[src/rtl/timer_array_if.sv]
// Control/status bundle for the timer bank: per-channel start/stop/mode/value/clear
// requests in, per-channel busy/tick/done/count and the combined irq out.
interface timer_array_if #(
   parameter int NCH   = 4,
   parameter int WIDTH = 8
);
   logic [NCH-1:0]       start;
   logic [NCH-1:0]       stop;
   logic [NCH-1:0]       mode;
   logic [NCH*WIDTH-1:0] value;
   logic [NCH-1:0]       irq_clr;
   logic [NCH-1:0]       busy;
   logic [NCH-1:0]       tick;
   logic [NCH-1:0]       done;
   logic [NCH*WIDTH-1:0] count;
   logic                 irq;

   modport master (
      output start, stop, mode, value, irq_clr,
      input  busy, tick, done, count, irq
   );

   modport slave (
      input  start, stop, mode, value, irq_clr,
      output busy, tick, done, count, irq
   );
endinterface

[src/rtl/timer_array.sv]
// Bank of NCH independent up-counting timers with one-shot/periodic modes,
// a one-cycle expiry tick, a sticky done flag per channel and an OR'ed irq.
module timer_array #(
   parameter int NCH   = 4,
   parameter int WIDTH = 8
) (
   input  logic           clk,
   input  logic           reset,
   timer_array_if.slave   bus
);
   typedef enum logic {IDLE = 1'b0, RUN = 1'b1} state_t;

   logic [NCH-1:0]       busy_v;
   logic [NCH-1:0]       tick_v;
   logic [NCH-1:0]       done_v;
   logic [NCH*WIDTH-1:0] count_v;

   for (genvar i = 0; i < NCH; i++) begin : g_ch
      state_t           state, state_nxt;
      logic [WIDTH-1:0] counter, counter_nxt;
      logic [WIDTH-1:0] period, period_nxt;
      logic             pmode, pmode_nxt;
      logic             tick_r, tick_nxt;
      logic             done_r, done_nxt;

      always_ff @(posedge clk) begin
         if (!reset) begin
            state   <= IDLE;
            counter <= '0;
            period  <= '0;
            pmode   <= 1'b0;
            tick_r  <= 1'b0;
            done_r  <= 1'b0;
         end else begin
            state   <= state_nxt;
            counter <= counter_nxt;
            period  <= period_nxt;
            pmode   <= pmode_nxt;
            tick_r  <= tick_nxt;
            done_r  <= done_nxt;
         end
      end

      // Priority: start > stop > expiry > increment; a set of done beats irq_clr.
      always_comb begin
         state_nxt   = state;
         counter_nxt = counter;
         period_nxt  = period;
         pmode_nxt   = pmode;
         tick_nxt    = 1'b0;
         done_nxt    = done_r & ~bus.irq_clr[i];
         if (bus.start[i]) begin
            state_nxt   = RUN;
            counter_nxt = '0;
            period_nxt  = bus.value[i*WIDTH +: WIDTH];
            pmode_nxt   = bus.mode[i];
         end else if (bus.stop[i]) begin
            state_nxt = IDLE;
         end else if (state == RUN) begin
            if (counter == period) begin
               tick_nxt = 1'b1;
               done_nxt = 1'b1;
               if (pmode) begin
                  counter_nxt = '0;
               end else begin
                  state_nxt = IDLE;
               end
            end else begin
               counter_nxt = counter + WIDTH'(1);
            end
         end
      end

      assign busy_v[i]                  = (state == RUN);
      assign tick_v[i]                  = tick_r;
      assign done_v[i]                  = done_r;
      assign count_v[i*WIDTH +: WIDTH]  = counter;
   end

   assign bus.busy  = busy_v;
   assign bus.tick  = tick_v;
   assign bus.done  = done_v;
   assign bus.count = count_v;
   assign bus.irq   = |done_v;
endmodule

[src/flat_wrapper.sv]
// flat-port wrapper written by rule: the top's interface ports become plain ports
module timer_array_flat 
#(
   parameter int NCH   = 4,
   parameter int WIDTH = 8
)
  (clk, reset, bus_start, bus_stop, bus_mode, bus_value, bus_irq_clr, bus_busy, bus_tick, bus_done, bus_count, bus_irq);
  timer_array_if #(.NCH(NCH), .WIDTH(WIDTH)) bus_i ();
  input  logic clk;
  input  logic reset;
  input wire logic [$bits(bus_i.start)-1:0] bus_start;
  input wire logic [$bits(bus_i.stop)-1:0] bus_stop;
  input wire logic [$bits(bus_i.mode)-1:0] bus_mode;
  input wire logic [$bits(bus_i.value)-1:0] bus_value;
  input wire logic [$bits(bus_i.irq_clr)-1:0] bus_irq_clr;
  output wire logic [$bits(bus_i.busy)-1:0] bus_busy;
  output wire logic [$bits(bus_i.tick)-1:0] bus_tick;
  output wire logic [$bits(bus_i.done)-1:0] bus_done;
  output wire logic [$bits(bus_i.count)-1:0] bus_count;
  output wire logic [$bits(bus_i.irq)-1:0] bus_irq;
  assign bus_i.start = bus_start;
  assign bus_i.stop = bus_stop;
  assign bus_i.mode = bus_mode;
  assign bus_i.value = bus_value;
  assign bus_i.irq_clr = bus_irq_clr;
  assign bus_busy = bus_i.busy;
  assign bus_tick = bus_i.tick;
  assign bus_done = bus_i.done;
  assign bus_count = bus_i.count;
  assign bus_irq = bus_i.irq;
  timer_array #(.NCH(NCH), .WIDTH(WIDTH)) u_core (.clk(clk), .reset(reset), .bus(bus_i));
endmodule
[config.mk]
export PLATFORM = sky130hd
export DESIGN_NAME = timer_array_flat
export DESIGN_NICKNAME = d
export VERILOG_FILES = /design/src/rtl/timer_array_if.sv /design/src/rtl/timer_array.sv /design/src/flat_wrapper.sv
export SDC_FILE = /design/constraint.sdc
export NUM_CORES = 1
export LEC_CHECK = 0
export BUFFER_PORTS_ARGS = -buffer_cell sky130_fd_sc_hd__clkbuf_2
export CAP_MARGIN = 25
export CORE_ASPECT_RATIO = 0.7
export CORE_MARGIN = 4
export CORE_UTILIZATION = 60
export CTS_BUF_LIST = sky130_fd_sc_hd__clkbuf_2
export DETAILED_ROUTE_END_ITERATION = 16
export GPL_TIMING_DRIVEN = 0
export PLACE_DENSITY_LB_ADDON = 0.2
export SYNTH_ARGS = -nofsm -noshare
export SYNTH_HDL_FRONTEND = slang
export SYNTH_SLANG_ARGS = --single-unit
export TNS_END_PERCENT = 50
[constraint.sdc]
create_clock -name clk -period 3 [get_ports clk]
set_input_delay 0.6 -clock clk [delete_from_list [all_inputs] [get_ports clk]]
set_output_delay 0.6 -clock clk [all_outputs]
set_load 0.01 [all_outputs]
### After elaboration in Yosys (flattened, before gate mapping)

Index checks and enable logic that the tools add are counted.

| word-level totals | value |
|---|---|
| bits in registers | 80 |
| input bits | 50 |

| operators by class | value |
|---|---|
| add/subtract/negate cells | 4 |
| equality and inequality tests | 8 |
| muxes and demuxes | 48 |
| bitwise operators | 17 |
| reduce and logical (&&, ||, !) cells | 13 |

Operators with widths:

| cell | count |
|---|---|
| $mux W8 | 8 |
| $mux W1 | 40 |
| $add A8 B1 Y8 const B | 4 |
| $eq A8 B8 Y1 | 4 |
| $reduce_or A4 Y1 | 5 |
| $not A1 Y1 | 13 |
| $reduce_and A3 Y1 | 4 |
| $ne A2 B1 Y1 const B | 4 |
| $reduce_or A2 Y1 | 4 |
| $and A1 B1 Y1 | 4 |

### Logic depth before layout (Yosys ltp)

Gate-level depths: netlist (run 1).

| logic depth | value |
|---|---|
| depth in word-level cells | 6 |
| mapped depth | 7 |
| mapped depth without buffers | 6 |

### Worst setup path after synthesis (run 1)

OpenSTA, ideal clock, no wires.

| path | value |
|---|---|
| kind | input to register |
| from | input bus_stop[3] |
| to | register u_core.g_ch[3].counter[7] |
| data arrival time | 1.677 ns |
| slack | 1.257 ns |
| stages on the path | 5 |
| path buffers | 0 |
| path through | nor2b_4 -> nand3_2 -> or2_1 -> or4_4 -> a21oi_2 |

| on the way | value |
|---|---|
| longest elaborated chain between the ends | 2 |

RTL lines:

| element | line | text |
|---|---|---|
| start: declaration | flat_wrapper.sv:12 | `input wire logic [$bits(bus_i.stop)-1:0] bus_stop;` |
| $not A1 Y1 (no source line) | -- |  |
| $reduce_and A3 Y1 (no source line) | -- |  |
| end signal: assignment | timer_array.sv:36 | `counter <= counter_nxt;` |
| end: declaration | timer_array.sv:20 | `logic [WIDTH-1:0] counter, counter_nxt;` |

Every way passes these cells.
A chain may end at the register's enable or synchronous reset.

### Final worst setup path (run 1)

| path | value |
|---|---|
| from | register u_core.g_ch[1].counter[3] |
| to | register u_core.g_ch[1].counter[4] |

| on the way | value |
|---|---|
| longest elaborated chain between the ends | 3 |
| elaborated cells on any way between the ends | 5 |
| classes of those cells | 1 x add/sub; 2 x eq/ne; 1 x mux; 1 x reduce/logical |

RTL lines:

| element | line |
|---|---|
| start: declaration | timer_array.sv:20 |
| start signal: assignment | timer_array.sv:36 |
| parallel branches: the longest is 3 deep, another holds $add A8 B1 Y8 | -- |

Several ways; the timed one is not identified.

==> results of run 1 <==
## layout by cell type (no fill, tap or decap), types with 9 or more instances in the layout
master    synthesis  routed
xnor2_1          33      33
nand3_1          16      16
nand2_1          38      38
nor3_1           11      11
nand4_1           9       9
dfxtp_1          80      80
nor2b_1          43      43
clkbuf_2          0     104
nor2_1           17      17
mux2i_1          43      43
o21ai_0          11      11
buf_4            15      15
## state kept, by name, indices dropped and copies added, names as in the netlist
name,cells
u_core.g_ch.counter,32
u_core.g_ch.done_r,4
u_core.g_ch.period,32
u_core.g_ch.pmode,4
u_core.g_ch.state,4
u_core.g_ch.tick_r,4
## per-layer routing
layer	GRT usage [%]	vias up	wire length, um
met3	7.21	5	571
met4	5.17	0	54
li1	-	1728	-
met1	31.5	1589	4340
met2	40.8	94	4590
met5	0	-	0
## worst paths after layout
| check | endpoint | cells after the start |
|---|---|---|
| setup / recovery | u_core.g_ch[1].counter[4] | 6 |
| hold / removal | u_core.g_ch[2].period[5] | 3 |
| setup reg to reg | u_core.g_ch[1].counter[4] | 6 |
| hold reg to reg | u_core.g_ch[3].counter[1] | 2 |
## cell type report
cell class | count | area share (%)
clock buffers | 10 | 1.06
multi-input cells | 317 | 47.0
repair buffers | 94 | 9.93
plain buffers | 33 | 4.20
flip-flops and latches | 80 | 33.8
inverters | 7 | 0.555
well taps | 91 | 2.40
clock inverters | 5 | 1.03
## worst min-delay path: stages
cell	delay (ns)
clkbuf_2	0.08
mux2i_1	0.06
nor2b_1	0.09
## cells in the mapped netlist (all sizes together) (2+ instances only)
cell / n / area share (%)
and2: 5 / 0.77
or4: 4 / 0.93
mux2i: 43 / 11
or2: 6 / 0.93
xnor2: 33 / 7.1
clkbuf: 7 / 0.65
o21ai: 18 / 2.2
o2bb2ai: 2 / 0.43
o311ai: 2 / 0.43
a21oi: 8 / 1.2
nor3: 12 / 1.6
nand2b: 5 / 0.77
nor2: 17 / 1.6
nor4: 3 / 0.46
dfxtp: 80 / 39
o32ai: 7 / 1.7
nand2: 38 / 3.5
o31ai: 7 / 2.0
nand4: 13 / 2.6
a21o: 3 / 0.56
a41oi: 2 / 0.43
o21a: 7 / 1.5
nand3: 17 / 2.2
xor2: 3 / 0.65
inv: 7 / 0.65
ha: 4 / 1.2
buf: 26 / 4.3
nand3b: 2 / 0.37
and3: 4 / 0.62
nor2b: 44 / 7.0
## where the power goes
part | total [mW] | internal [mW] | switching [mW]
clock | 0.545 | 0.185 | 0.360
combinational | 0.274 | 0.127 | 0.148
sequential | 1.13 | 1.10 | 0.0283
## cell families (layout without fill, tap and decap cells)
kind of cell | count (synthesis) | in the layout | synth area share (%)
xor+xnor | 36 | 36 | 7.78
compound gates | 60 | 60 | 11.2
simple gates | 174 | 174 | 24.1
buf+inv | 40 | 149 | 5.55
mux | 43 | 43 | 10.6
fa+ha+maj | 4 | 4 | 1.23
flops | 80 | 80 | 39.5
==> flow_summary.toml, run 1 <==
[run_status]
status = "complete, no violations"

[power]
finalPower_mw = 1.95
peakVddDrop_v = 0.000255
power_leakage_nw = 1.93
power_density_nw_per_um2 = 411

[die]
fp-row-count = 24
core_area_sq_um = 6400
die_area_sq_um = 8160
die_w_um = 106
die_height_um = 76.8
io_pins = 95
initial_core_util_pct = 63.4

[layout]
final_util_pct = 74.1
num-nets-final = 596
postLayoutCellArea_sq_um = 4740
layout-drive-gt1-share_pct = 26.4
num-fill-cells = 502
multi_input_area_sq_um = 2230
register_area_sq_um = 1600
diodes = 0
finalNonFillerCells = 637
syn2layout_area_growth_pct = 16.8

[clocking]
cts_max_path_buffers = 2
cts-root-buf = "clkbuf_2"
ctsResizeCount = 0
cts_made_buffers = 9
clk_latency_ns = 0.52
cts-hold-fix-buffers = 0
clk_pin_slew_ns = 0.21
tritoncts = "yes"
clock-sinks = 80
cts_setup_buffers = 0
htree_levels = 3

[timing]
period_minus_slack_ns = 1.86
drv_slew = 0
setup_violations = 0
setup_ws_ns = 1.14
fmaxAchievable_mhz = 537
max_slew_margin_pct = 52.5
fin_worst_skew_ns = 0.0294
rsz0062_at_grt = "false"
whs_ns = 0.325
finalCritPeriodShare_pct = 62.1
fin_setup_tns_ns = 0
hold_violations = 0
worst_pin_slew_ns = 0.712

[worst_setup_path]
cp_top_family = "compound AO/OA/AOI/OAI gates"
cp.arrival_ns = 2.31
path_cells = "xnor2_1 > nand4_1 > or2_1 > buf_2 > o21a_1 > o21ai_0"
critPathMaxStageDelay_ns = 0.52
worst_r2r_startpoint = "u_core.g_ch[1].counter[3]"
required_ns = 3.45
cp_max_fo = 9
path_class = "reg2reg"
end_kind = "register"
r2r_slack_ns = 1.14
cp-start-kind = "register"
crit_start = "u_core.g_ch[1].counter[3]"
path_buf_inv = 1
critPathSlowestCell = "dfxtp_1"

[route]
num_vias = 3416
dr.first_iter.drc_count = 99
firstDrtPassIters = 5
drc = 0
viasPerCell = 5.36
routed_wl_mm = 9.56
antenna_left = 0
wl_per_cell_um = 15.0

[min_path]
hold_start = "bus_value[21]"
holdCritPathClass = "in2reg"

[placed_design]
pre_cts_ws_ns = 1.06
dpl.hpwl_mm = 7.39
dpl_cell_area_sq_um = 4640
gp_congestion = 0.868
io_buffer_count = 94
dp_cells = 622

[flow_run]
cap_violations = 0

[global_route]
overflow = 0
first_global_vias = 3371
grt_pass1_wl_mm = 16.2
grt_usage_pct = 24.5
grt_max_degree = 13
antenna_found_initial = 0

[synth]
ys_ff_latch = 80
synthDistinctLibCells = 52
syn-cell-area_sq_um = 4060
syn_nets = 491
synth_warnings = 0
yosysSeqAreaShare_pct = 39.5
synth_area_per_cell_sq_um = 9.28
ys_async_sr_fraction_pct = 0
synthCells = 437
synth_edf_count = 0
synthFlopType = "dfxtp_1"
Note: power is estimated with default switching activity, not from simulation.
==> run 2, diff against run 1 <==
CORE_UTILIZATION = 56   (was 60)
clock period = 1.9 ns   (was 3 ns; I/O delays follow)
==> run 2 against run 1 <==
  * Flip-flop and latch count stayed put
  * Core utilization decreased by 3.7 points
  * Clock-buffer cell count unchanged
  * Total power rose by 79%
  * Hold slack lost 0.22 ns
  * Via count up 1.6%
  * Largest power group unchanged
  * Die area is 6.5% higher
==> flow_summary.toml, run 2 (same netlist as run 1, synthesis figures left out) <==
[run_status]
status = "complete, no violations"

[route]
viasPerCell = 5.41
num_vias = 3470
firstDrtPassIters = 4
dr.first_iter.drc_count = 123
antenna_left = 0
drc = 0
wl_per_cell_um = 14.7
routed_wl_mm = 9.42

[clocking]
cts_made_buffers = 9
cts-root-buf = "clkbuf_2"
cts-hold-fix-buffers = 0
clk_latency_ns = 0.52
clk_pin_slew_ns = 0.23
htree_levels = 3
cts_max_path_buffers = 2
clock-sinks = 80
tritoncts = "yes"

[worst_setup_path]
worst_r2r_startpoint = "u_core.g_ch[0].counter[6]"
cp_max_fo = 6
r2r_slack_ns = 0.13
reg2reg_depth = 6
end_kind = "register"
cp.arrival_ns = 2.19
cp-start-kind = "register"
timing.rr.end = "u_core.g_ch[0].state"
path_class = "reg2reg"
required_ns = 2.32

[power]
power_leakage_nw = 1.97
peakVddDrop_v = 0.000441
power_density_nw_per_um2 = 722

[die]
initial_core_util_pct = 58.9
io_pins = 95
die_area_sq_um = 8690
die_height_um = 79.2
core_area_sq_um = 6880
die_w_um = 110
fp-row-count = 25

[placed_design]
io_buffer_count = 94
dpl_cell_area_sq_um = 4640
dpl.hpwl_mm = 7.26
gp_congestion = 0.874

[timing]
setup_violations = 0
fmaxAchievable_mhz = 565
fin_worst_skew_ns = 0.0319
worst_pin_slew_ns = 0.731
rsz0062_at_grt = "false"
fin_setup_tns_ns = 0
period_minus_slack_ns = 1.77
drv_slew = 0
hold_violations = 0
max_slew_margin_pct = 51.3
finalCritPeriodShare_pct = 93.2

[min_path]
hold_start = "bus_value[27]"
min_to = "u_core.g_ch[3].period[3]"
holdCritPathClass = "in2reg"
hold_depth = 3

[flow_run]
cap_violations = 0

[global_route]
antenna_found_initial = 0
grt_max_degree = 14
first_global_vias = 3251
grt_pass1_wl_mm = 15.5
overflow = 0
grt_usage_pct = 22.7

[layout]
syn2layout_area_growth_pct = 19.4
final_common_cell = "clkbuf_2"
reg.largest.list = "u_core.g_ch.counter (32), u_core.g_ch.period (32)"
layout-drive-gt1-share_pct = 28.0
num-fill-cells = 580
postLayoutCellArea_sq_um = 4840
layout_common_cells = "clkbuf_2 (104), dfxtp_1 (72), nor2b_1 (43), mux2i_1 (43), nand2_1 (38)"
num-nets-final = 596
diodes = 0
run 2: where the power goes:
part	internal (mW)	switching, mW	total (mW)
sequential	1.74	0.0450	1.78
combinational	0.202	0.235	0.437
clock	0.700	0.577	1.28
run 2: worst max-delay path: stages, from the launching register on:
cell and delay (ns):
dfxtp_1 0.49, xnor2_1 0.19, nand4_2 0.19, or2_1 0.28, buf_6 0.14, o21a_4 0.22
o21a_1 0.17
run 2: per-layer routing:
| metal | track usage, % | part of all wire [%] | wire length, um |
|---|---|---|---|
| met1 | 30.6 | 46 | 4340 |
| met2 | 37.0 | 48 | 4480 |
| met3 | 5.52 | 5.8 | 543 |
| met4 | 4.86 | 0.63 | 59 |
| met5 | 0 | 0 | 0 |
run 2: stage by stage:
| stage | hold WS [ns] | setup slack (ns) | instances | util, % | power, mW |
|---|---|---|---|---|---|
| 6_report | 0.104 | 0.129 | 641 | 70.3 | 3.50 |
| 5_1_grt | 0.0759 | 0.0187 | 641 | 70.3 | 3.65 |
| 4_1_cts | 0.0670 | 0.0744 | 641 | 70.1 | 3.51 |
| 3_5_place_dp | 0.510 | 0.133 | 625 | 67.5 | 2.25 |
| 3_3_place_gp | 0.499 | 0.171 | 625 | 67.5 | 2.23 |
| 2_1_floorplan | 0.483 | 0.305 | 437 | - | 2.10 |
run 2: worst max path at each step:
stage / from / to / slack, ns / cells past startpoint
final: u_core.g_ch[0].counter[6] / u_core.g_ch[0].state / 0.13 / 6
after global routing: u_core.g_ch[1].counter[5] / u_core.g_ch[1].counter[1] / 0.02 / 6
after CTS: u_core.g_ch[1].counter[3] / u_core.g_ch[1].counter[1] / 0.07 / 6
after detailed placement: u_core.g_ch[1].counter[3] / u_core.g_ch[1].counter[1] / 0.13 / 6
after global placement: u_core.g_ch[1].counter[5] / u_core.g_ch[1].state / 0.17 / 6
after floorplan: u_core.g_ch[1].counter[2] / u_core.g_ch[1].state / 0.30 / 6
run 2: repair_timing:
action | CTS | global route
setup buffers | 0 | 0
resized for setup | 0 | 9
endpoints found under the setup margin | 0 | 4
run 2: area by class of cell:
cell class / instances / area [sq um] / share of cell area [%]
sequential: 80 / 1610 / 33.3
multi-input combinational: 317 / 2230 / 46.2
clock inverter: 6 / 131 / 2.71
timing repair buffer: 94 / 470 / 9.72
buffer: 33 / 199 / 4.11
tap: 94 / 118 / 2.43
inverter: 7 / 26.3 / 0.543
clock buffer: 10 / 50.0 / 1.03
==> run 3, diff against run 2 <==
RECOVER_POWER = 25   (was not set)
==> run 3 against run 2 <==
  * Flip-flop and latch count unchanged
  * Sequential share of layout area about the same
  * Cell area about the same
  * Core utilization about the same
  * First-iteration DRC count up 18%
  * Clock skew about the same
  * Clock-buffer cell count unchanged
  * Maximum frequency up 0.35%
  * Total power about the same
  * Die area unchanged
  * Critical path type unchanged
  * Critical endpoint unchanged
==> flow_summary.toml, run 3 (same netlist as run 1, synthesis figures left out) <==
[power]
clkPwrFrac_pct = 36.6
switching_share_pct = 24.6
intPower_mw = 2.64
seqPwrFrac_pct = 51.0
power_density_nw_per_um2 = 723
switching_power_mw = 0.859
peakVddDrop_v = 0.000440
comb_power_share_pct = 12.5
power_leakage_nw = 1.96

[clocking]
clk_latency_ns = 0.52
clk_pin_slew_ns = 0.23
cts_made_buffers = 9
cts-root-buf = "clkbuf_2"
tritoncts = "yes"
clock-sinks = 80
htree_levels = 3
cts-hold-fix-buffers = 0
cts_max_path_buffers = 2

[timing]
rsz0062_at_grt = "false"
max_slew_margin_pct = 51.7
setup_violations = 0
whs_ns = 0.106
fmaxAchievable_mhz = 567
fin_worst_skew_ns = 0.0322
hold_violations = 0
drv_slew = 0
fin_setup_tns_ns = 0
period_minus_slack_ns = 1.77
worst_pin_slew_ns = 0.724
setup_ws_ns = 0.135
finalCritPeriodShare_pct = 92.9

[layout]
num-nets-final = 596
final_common_cell = "clkbuf_2"
num-fill-cells = 577
syn2layout_area_growth_pct = 19.3
finalNonFillerCells = 641
layout-drive-gt1-share_pct = 27.6
layout_common_cells = "clkbuf_2 (102), dfxtp_1 (72), nor2b_1 (43), mux2i_1 (43), nand2_1 (38)"
reg.largest.list = "u_core.g_ch.counter (32), u_core.g_ch.period (32)"
diodes = 0

[worst_setup_path]
critPathSlowestCell = "dfxtp_1"
path_class = "reg2reg"
critPathMaxStageDelay_ns = 0.49
cp_max_fo = 6
cp_num_cells = 6
end_kind = "register"
cp.arrival_ns = 2.18
reg2reg_depth = 6
path_buf_inv = 1
cp_top_family = "flip-flops"
path_cells = "xnor2_1 > nand4_2 > or2_1 > buf_6 > o21a_4 > o21a_1"
cp-start-kind = "register"
required_ns = 2.32

[placed_design]
pre_cts_ws_ns = 0.133
dp_cells = 625
io_buffer_count = 94
gp_congestion = 0.874
dpl.hpwl_mm = 7.26

[route]
firstDrtPassIters = 4
routed_wl_mm = 9.44
viasPerCell = 5.41
drc = 0
dr.first_iter.drc_count = 145
num_vias = 3468
wl_per_cell_um = 14.7
antenna_left = 0

[global_route]
grt_use_met3_pct = 5.52
grt_max_degree = 14
grt_usage_pct = 22.7
overflow = 0
grt_busiest_layer = "met2"
first_global_vias = 3251
grt_pass1_wl_mm = 15.5
gr-usage-met2_pct = 37.0
antenna_found_initial = 0
grtUsageMet1_pct = 30.6

[die]
die_height_um = 79.2
die_area_sq_um = 8690
core_area_sq_um = 6880
die_w_um = 110
fp-row-count = 25
io_pins = 95
initial_core_util_pct = 58.9

[min_path]
hold_depth = 3
holdCritPathClass = "in2reg"

[flow_run]
cap_violations = 0

[run_status]
status = "complete, no violations"
run 3: what timing repair did:
| action | in CTS | in global routing |
|---|---|---|
| buffers inserted | 0 | 0 |
| gates resized for setup | 0 | 9 |
| setup endpoints to repair | 0 | 4 |
run 3: cell type report:
cell class,instances,area (sq um),area share (%)
plain buffers,33,199,4.11
clock buffers,10,50.0,1.03
clock inverters,6,131,2.72
inverters,7,26.3,0.543
multi-input cells,317,2230,46.2
flip-flops and latches,80,1610,33.3
repair buffers,94,468,9.67
well taps,94,118,2.43
run 3: final timing paths:
check / start / slack [ns] / endpoint
worst max-delay path: u_core.g_ch[0].counter[6] / 0.13 / u_core.g_ch[0].state
worst min-delay path: bus_value[27] / 0.11 / u_core.g_ch[3].period[3]
worst max register to register: u_core.g_ch[0].counter[6] / 0.13 / u_core.g_ch[0].state
worst min register to register: u_core.g_ch[1].counter[6] / 0.53 / u_core.g_ch[1].counter[6]
run 3: power by group through the flow:
stage	logic [mW]	registers [mW]	clock network, mW
6_report	0.436	1.78	1.28
3_3_place_gp	0.417	1.81	0
5_1_grt	0.482	1.79	1.37
3_5_place_dp	0.431	1.81	0
4_1_cts	0.434	1.78	1.30
2_1_floorplan	0.297	1.80	0
run 3: per-layer routing:
layer  vias up  share of wire [%]
met1      1623                 46
li1       1732                  -
met2       106                 48
met3         7                5.8
met5         -                  0
met4         0               0.63
run 3: metrics by stage:
step	utilization (%)	power, mW	area [sq um]
floorplan	-	2.10	4060
global placement	67.5	2.23	4640
detailed placement	67.5	2.25	4640
CTS	70.1	3.51	4820
global route	70.3	3.65	4840
finish	70.3	3.50	4840
run 3: worst reg2reg max path, delay by kind of cell, from the launching register on:
family,cells,cell delay (ns)
compound gates,2,0.39
xor+xnor,1,0.19
buf+inv,1,0.14
flops,1,0.49
simple gates,2,0.47
